--- config.mk ---
export PLATFORM = sky130hd
export DESIGN_NAME = tx_frame_ctrl
export DESIGN_NICKNAME = d
export VERILOG_FILES = /design/src/rtl/tx_frame_ctrl.sv
export SDC_FILE = /design/constraint.sdc
export NUM_CORES = 1
export LEC_CHECK = 0
export CAP_MARGIN = 15
export CORE_MARGIN = 10
export CORE_UTILIZATION = 40
export CTS_CLUSTER_DIAMETER = 60
export DETAILED_ROUTE_END_ITERATION = 7
export PLACE_DENSITY = 0.75
export SETUP_SLACK_MARGIN = 0.02
export SLEW_MARGIN = 0
export SYNTH_ARGS = -nofsm -noshare
export SYNTH_HDL_FRONTEND = slang
export SYNTH_SLANG_ARGS = --single-unit
--- constraint.sdc ---
create_clock -name s_axi_aclk -period 2.68 [get_ports s_axi_aclk]
set_input_delay 0.536 -clock s_axi_aclk [delete_from_list [all_inputs] [get_ports s_axi_aclk]]
set_output_delay 0.536 -clock s_axi_aclk [all_outputs]
set_load 0.01 [all_outputs]
--- src/rtl/tx_frame_ctrl.sv ---
// Burst/frame scheduler for the TX encryption datapath: sequences PRBS reload,
// datapath enable and idle gaps, and marks frame boundaries on accepted beats.
module tx_frame_ctrl #(
  parameter int C_LEN_WIDTH  = 16,
  parameter int C_SEED_WIDTH = 32
) (
  input  logic                    s_axi_aclk,
  input  logic                    s_axi_aresetn,
  input  logic                    i_start,
  input  logic                    i_abort,
  input  logic [C_LEN_WIDTH-1:0]  i_frame_len,
  input  logic [C_LEN_WIDTH-1:0]  i_gap_len,
  input  logic [C_LEN_WIDTH-1:0]  i_frame_count,
  input  logic [C_SEED_WIDTH-1:0] i_seed,
  input  logic                    i_beat,
  output logic                    o_tx_enable,
  output logic                    o_prbs_reload,
  output logic [C_SEED_WIDTH-1:0] o_prbs_seed,
  output logic                    o_sof,
  output logic                    o_eof,
  output logic                    o_busy,
  output logic                    o_done,
  output logic                    o_err_len,
  output logic [C_LEN_WIDTH-1:0]  o_frames_sent
);

  typedef enum logic [1:0] {IDLE, LOAD, RUN, GAP} state_t;

  localparam logic [C_LEN_WIDTH-1:0] LEN_ONE = 1;

  state_t                  state_q, state_d;
  logic [C_LEN_WIDTH-1:0]  frame_len_q, gap_len_q, frame_count_q;
  logic [C_LEN_WIDTH-1:0]  beat_cnt_q, beat_cnt_d;
  logic [C_LEN_WIDTH-1:0]  gap_cnt_q, gap_cnt_d;
  logic [C_LEN_WIDTH-1:0]  frames_sent_q, frames_sent_d;
  logic [C_LEN_WIDTH-1:0]  frames_inc;
  logic [C_SEED_WIDTH-1:0] seed_q;
  logic                    done_q, done_d;
  logic                    err_q, err_d;
  logic                    latch_cfg;
  logic                    last_beat;

  assign last_beat  = (beat_cnt_q == frame_len_q - LEN_ONE);
  assign frames_inc = frames_sent_q + LEN_ONE;

  always_comb begin
    state_d       = state_q;
    beat_cnt_d    = beat_cnt_q;
    gap_cnt_d     = gap_cnt_q;
    frames_sent_d = frames_sent_q;
    done_d        = 1'b0;
    err_d         = 1'b0;
    latch_cfg     = 1'b0;
    case (state_q)
      IDLE: begin
        // abort beats start when both arrive together
        if (i_start && !i_abort) begin
          if (i_frame_len == '0) begin
            err_d = 1'b1;
          end else begin
            latch_cfg     = 1'b1;
            beat_cnt_d    = '0;
            gap_cnt_d     = '0;
            frames_sent_d = '0;
            state_d       = LOAD;
          end
        end
      end
      LOAD: begin
        state_d = i_abort ? IDLE : RUN;
      end
      RUN: begin
        if (i_abort) begin
          state_d = IDLE;
        end else if (i_beat) begin
          if (last_beat) begin
            beat_cnt_d    = '0;
            frames_sent_d = frames_inc;
            if (frame_count_q != '0 && frames_inc == frame_count_q) begin
              state_d = IDLE;
              done_d  = 1'b1;
            end else if (gap_len_q != '0) begin
              state_d   = GAP;
              gap_cnt_d = '0;
            end
          end else begin
            beat_cnt_d = beat_cnt_q + LEN_ONE;
          end
        end
      end
      GAP: begin
        if (i_abort) begin
          state_d = IDLE;
        end else if (gap_cnt_q == gap_len_q - LEN_ONE) begin
          state_d = RUN;
        end else begin
          gap_cnt_d = gap_cnt_q + LEN_ONE;
        end
      end
      default: state_d = IDLE;
    endcase
  end

  always_ff @(posedge s_axi_aclk) begin
    if (!s_axi_aresetn) begin
      state_q       <= IDLE;
      frame_len_q   <= '0;
      gap_len_q     <= '0;
      frame_count_q <= '0;
      seed_q        <= '0;
      beat_cnt_q    <= '0;
      gap_cnt_q     <= '0;
      frames_sent_q <= '0;
      done_q        <= 1'b0;
      err_q         <= 1'b0;
    end else begin
      state_q       <= state_d;
      beat_cnt_q    <= beat_cnt_d;
      gap_cnt_q     <= gap_cnt_d;
      frames_sent_q <= frames_sent_d;
      done_q        <= done_d;
      err_q         <= err_d;
      if (latch_cfg) begin
        frame_len_q   <= i_frame_len;
        gap_len_q     <= i_gap_len;
        frame_count_q <= i_frame_count;
        seed_q        <= i_seed;
      end
    end
  end

  // Enable/reload/markers decode straight from state so the cycle after a
  // frame's last beat already has enable low.
  assign o_tx_enable   = (state_q == RUN);
  assign o_prbs_reload = (state_q == LOAD);
  assign o_prbs_seed   = seed_q;
  assign o_sof         = (state_q == RUN) && (beat_cnt_q == '0);
  assign o_eof         = (state_q == RUN) && last_beat;
  assign o_busy        = (state_q != IDLE);
  assign o_done        = done_q;
  assign o_err_len     = err_q;
  assign o_frames_sent = frames_sent_q;

endmodule

==> results of run 1 <==
## power breakdown
group	internal, mW	switching [mW]	total, mW
Clock	1.72	0.972	2.69
Sequential	2.02	0.0510	2.07
Combinational	0.543	0.491	1.03
Total	4.28	1.51	5.79
## per-layer routing
| metal | up-vias | wire length, um | GRT usage |
|---|---|---|---|
| li1 | 3881 | - | - |
| met1 | 3772 | 10300 | 0.241 |
| met2 | 330 | 10900 | 0.308 |
| met3 | 55 | 2620 | 0.0791 |
| met4 | 0 | 724 | 0.0798 |
| met5 | - | 0 | 0 |
## critical path, cell delays in order, from the launching register on
cell      delay (ps)
dfxtp_2          340
buf_6            120
or4_4            550
buf_6            150
nor4_4           150
a21oi_2           70
o211ai_1         170
nor3_2            90
nand4_1          150
nor2_2            70
buf_2            150
## stage by stage
stage | hold WS, ps | setup WS (ps) | cell area [sq um] | utilization
finish | 451 | -292 | 11000 | 0.609
global route | 467 | -397 | 11000 | 0.609
CTS | 454 | -277 | 10900 | 0.603
detailed placement | 446 | -461 | 10000 | 0.557
global placement | 441 | -439 | 10000 | 0.557
floorplan | 449 | 16.5 | 7390 | -
## area by class of cell
cell class / count / area, sq um
fillers: 1575 / 7050
clock inverters: 13 / 215
multi-input cells: 736 / 4600
flip-flops and latches: 132 / 2660
clock buffers: 19 / 453
well taps: 229 / 287
repair buffers: 299 / 2680
inverters: 22 / 82.6
## cell families after synthesis
group,Yosys count,synth area share
and+or+nand+nor,426,0.291
AOI/OAI and AO/OA,220,0.195
DFF,132,0.360
xor gates and xnor gates,81,0.0966
buffers and inverters,77,0.0434
adders and majority gates,6,0.0102
muxes,3,0.00426
## final timing paths
check	from	endpoint	slack, ps	cells after the start
min	o_prbs_seed[11]	o_prbs_seed[11]	450	2
min reg2reg	o_prbs_seed[11]	o_prbs_seed[11]	450	2
max reg2reg	frame_len_q[5]	o_frames_sent[3]	-190	11
max	frame_len_q[5]	o_eof	-290	10
## placed cells by master (no fill, tap or decap), types with 4 or more instances in the layout
| cell | netlist | layout |
|---|---|---|
| nor4_2 | 4 | 7 |
| o41ai_2 | 4 | 4 |
| bufinv_16 | 0 | 5 |
| a31oi_1 | 9 | 9 |
| and3_1 | 14 | 14 |
| dfxtp_2 | 0 | 6 |
| xor2_1 | 29 | 28 |
| inv_1 | 22 | 21 |
| o21ai_1 | 6 | 8 |
| clkdlybuf4s50_1 | 0 | 137 |
| buf_4 | 2 | 148 |
| dfxtp_1 | 132 | 124 |
| o31ai_1 | 10 | 10 |
| nor4_4 | 1 | 4 |
| clkbuf_16 | 0 | 17 |
| or4_1 | 13 | 12 |
| nand3b_1 | 7 | 7 |
| nor3_1 | 18 | 16 |
| buf_6 | 1 | 7 |
| nand4_1 | 17 | 17 |
| or3_1 | 6 | 5 |
| o211ai_2 | 4 | 4 |
| a21oi_1 | 112 | 109 |
| o21ai_0 | 11 | 7 |
| nand3_1 | 25 | 25 |
| buf_12 | 0 | 5 |
| o22ai_1 | 6 | 6 |
| ha_1 | 6 | 5 |
| nor4_1 | 21 | 15 |
| xnor2_1 | 52 | 51 |
| nand2_1 | 199 | 198 |
| o211ai_1 | 9 | 9 |
| nor2b_1 | 5 | 5 |
| inv_6 | 0 | 4 |
| nor2_1 | 58 | 56 |
| a211oi_1 | 8 | 7 |
| nor3b_1 | 4 | 4 |
## flip-flops by register name, summed over array words and instances, names as in the netlist
register and flops:
o_prbs_seed 32, beat_cnt_q 16, o_frames_sent 16, gap_cnt_q 16
state_q 2, o_err_len 1, o_done 1, frame_len_q 16
frame_count_q 16, gap_len_q 16
## timing repair
action                     CTS  global route
hold buffers                 0             0
gates cloned                 0             0
setup buffers                4             1
pin swaps                   17            12
gates resized for setup     38            19
setup endpoints to repair   52            45
==> impl_metrics.yaml, run 1 <==
status:
  status: "complete, but fails checks"
  violations: "setup timing"
sta:
  fin_crit_ps: 2970
  setup_tns_ps: -3030
  rsz0062_at_grt: "yes"
  setup_viol: 29
  period_share: 1.11
  report.final.slew_viol_count: 0
  clock_skew_ps: 12.5
  max_slew_margin: 0.647
  hold_viol_final: 0
  tightest_slew_ps: 516
  max_freq_mhz: 336
  fin_ws_ps: -292
die:
  core-area_sq_mm: 0.0180
  die_x_um: 156
  die_area_sq_mm: 0.0242
  die_h_um: 156
  rows: 49
  ios: 140
  initial_utilization: 0.408
routing:
  antenna_left: 0
  drc_errors: 0
  wire_per_inst_um: 16.9
  dr.pass1.iters: 5
  dr.first_iter.drc_count: 528
  wl_mm: 24.5
  vias: 8038
  via_per_inst: 5.54
global_routing:
  gr-total-overflow: 0
  grt_max_degree: 51
  antenna_found_initial: 0
  grt_usage: 0.199
  grt_pass1_vias: 7864
  grt_pass1_wl_mm: 39.7
synth:
  synth_area_per_cell_sq_um: 7.77
  yosysWarnings: 0
  synth-main-ff-cell: "dfxtp_1"
  synth.most_common_cell: "nand2_1"
  yosysUniqueCellTypes: 81
  synthArstFlopShare: 0
  seq_area_frac_synth: 0.360
  syn_nets: 1036
  synth-seq-cells: 132
  synth_top_cell_by_area: "dfxtp_1"
  synth_area_sq_mm: 0.00735
  post_synth_most_frequent_cells: "199 x nand2_1, 132 x dfxtp_1, 112 x a21oi_1"
  synth_edf_count: 0
  yosysTopAreaCellShare: 0.360
  synth.top_cells.by_area: "dfxtp_1 36%, nand2_1 10%, a21oi_1 7.6%"
  postSynthCellCount: 945
cells_and_area:
  fin_nets: 1299
  instances_no_fill: 1450
  drive_gt1_frac: 0.217
  area_delta_synth_final_pct: 49.3
  diodes: 0
worst_setup_path:
  worst-path-max-fanout: 5
  endpoint_kind: "primary output"
  crit_type: "reg2out"
  critPathLaunchType: "register"
  crit_required_ps: 2140
  crit_arrival_ps: 2440
power_and_ir_drop:
  ir_worst_vdd_mv: 0.494
  powerDensity_mw_per_mm2: 528
  power.total_mw: 5.79
  cellLeakagePower_nw: 4.15
placement:
  dp.cells: 1413
  io_buffers: 139
  place_hpwl_mm: 18.2
  gp_congestion: 0.928
cts:
  clock_sinks: 132
  cts_buffers: 17
  path_clk_slew_ps: 60
  worstSkewPairLatency_ps: 430
  cts.path.max_buffers: 2
  cts_tree: "yes"
  htree_levels: 4
  cts_root_buf: "clkbuf_16"
job:
  drv_cap: 0
worst_hold_path:
  min_path_type: "reg2reg"
Power figures use the tool's default switching activity.
==> inputs of run 2 (changes only) <==
Settings changed: TNS_END_PERCENT from default to 10.
==> run 2 against run 1 <==
The flow still finishes with violations (setup timing). Register-to-register slack got worse by 70 ps. Via count fell by 0.36%. Clock-buffer cell count fell by 2. Highest routed layer unchanged.
==> impl_metrics.yaml, run 2 (synthesis results as in run 1) <==
status:
  status: "complete, but fails checks"
  violations: "setup timing"
worst_setup_path:
  critPathSlowestCell: "dfxtp_1"
  cp_slowest_stage_delay_ps: 430
  crit_arrival_ps: 2440
  crit_type: "reg2out"
  critPathLaunchType: "register"
  endpoint_kind: "primary output"
  crit_required_ps: 2140
  crit_top_cell: "buf_4"
  worst-path-max-fanout: 4
  crit_chain: "nor4_4, buf_4, buf_4, and4_1, o21ai_0, o21ai_1, nor3_1, nand4_1, nor2_2, buf_2"
cells_and_area:
  fin_nets: 1316
  post-route-cell-area_sq_mm: 0.0111
  layout_common_cells: "197 x nand2_1, 161 x buf_4, 137 x clkdlybuf4s50_1"
  diodes: 0
  fillCellCount: 1568
  area_delta_synth_final_pct: 51.7
  largest_reg_flops: 32
  drive_gt1_frac: 0.243
  layout_commonest_cell: "nand2_1"
die:
  core-area_sq_mm: 0.0180
  die_x_um: 156
  initial_utilization: 0.408
  die_area_sq_mm: 0.0242
  die_h_um: 156
  rows: 49
  ios: 140
sta:
  rsz0062_at_grt: "yes"
  setup_viol: 48
  period_share: 1.11
  tightest_slew_ps: 674
  holdWs_ps: 451
  max_slew_margin: 0.547
  hold_viol_final: 0
  fin_ws_ps: -292
  report.final.slew_viol_count: 0
  clock_skew_ps: 8.85
  setup_tns_ps: -5240
  fin_crit_ps: 2970
  max_freq_mhz: 336
placement:
  placed_area_sq_mm: 0.0101
  gp_congestion: 0.955
  io_buffers: 139
  place_hpwl_mm: 18.7
routing:
  antenna_left: 0
  wl_mm: 25.1
  drc_errors: 0
  via_per_inst: 5.46
  wire_per_inst_um: 17.1
  dr.first_iter.drc_count: 550
  vias: 8009
  dr.pass1.iters: 5
power_and_ir_drop:
  intPower_mw: 3.96
  p_switching_mw: 1.52
  clock_power_share: 0.424
  power.total_mw: 5.48
  pwr-share-seq: 0.379
  cellLeakagePower_nw: 4.25
  comb_power_share: 0.197
  ir_worst_vdd_mv: 0.466
  powerDensity_mw_per_mm2: 491
  netSwitchingFraction: 0.277
cts:
  cts.path.max_buffers: 2
  clock_sinks: 132
  path_clk_slew_ps: 60
  hold_buffers: 0
  htree_levels: 4
  cts_buffers: 17
  cts_root_buf: "clkbuf_16"
  worstSkewPairLatency_ps: 430
  cts_tree: "yes"
global_routing:
  grt_usage: 0.204
  antenna_found_initial: 0
  grt_pass1_wl_mm: 40.6
  grt_max_degree: 51
  gr-total-overflow: 0
  grt_pass1_vias: 7956
job:
  drv_cap: 0
worst_hold_path:
  min_path_type: "reg2reg"
run 2: cell types whose count changed in the layout (fill, tap and decap cells not counted), moves of 3 or more:
cell       change
bufinv_16      -3
buf_4         +13
clkinv_2       +4
o21ai_1        -4
o22ai_1        -4
o22ai_2        +4
buf_6          +4
run 2: what timing repair did:
action | in CTS | in global routing
gates resized for setup | 55 | 27
pin swaps | 27 | 17
buffers inserted | 14 | 6
endpoints found under the setup margin | 50 | 52
run 2: through the flow:
step                      std cells   util  worst slack [ps]
after detailed placement       1415  0.558              -406
after global routing           1467  0.618              -478
after floorplan                 945      -             -4.50
after CTS                      1461  0.608              -286
after global placement         1415  0.558              -359
final                          1467  0.618              -292
run 2: layer usage:
layer,global-route usage,vias to the layer above,share of wire
li1,-,3925,-
met1,0.249,3749,0.42
met2,0.315,291,0.45
met3,0.0888,44,0.11
met4,0.0677,0,0.022
met5,0,-,0
run 2: worst max-delay path: cells and delay by family (launching register included):
| family | cells | cell delay, ps |
|---|---|---|
| AO/OA/AOI/OAI | 2 | 340 |
| flip-flops | 1 | 430 |
| buffers and inverters | 3 | 450 |
| AND/OR/NAND/NOR | 5 | 780 |
run 2: power groups by stage:
stage | registers [mW] | logic (mW) | clock network [mW]
6_report | 2.08 | 1.08 | 2.32
5_1_grt | 2.08 | 1.17 | 2.44
4_1_cts | 2.07 | 1.04 | 2.36
3_5_place_dp | 2.12 | 0.936 | 0
3_3_place_gp | 2.11 | 0.926 | 0
2_1_floorplan | 2.12 | 0.449 | 0
run 2: final timing paths:
path	start	to	slack, ps	depth (start not counted)
max	frame_len_q[4]	o_eof	-290	10
min	o_prbs_seed[1]	o_prbs_seed[1]	450	2
max reg2reg	frame_len_q[5]	o_frames_sent[12]	-260	12
min reg2reg	o_prbs_seed[1]	o_prbs_seed[1]	450	2
run 2: area by class of cell:
type | instances | area [sq um] | share of cell area
multi-input cells | 736 | 4720 | 0.423
clock buffers | 17 | 425 | 0.0382
repair buffers | 316 | 2820 | 0.253
clock inverters | 15 | 154 | 0.0138
well taps | 229 | 287 | 0.0257
inverters | 22 | 82.6 | 0.00741
flip-flops and latches | 132 | 2660 | 0.239
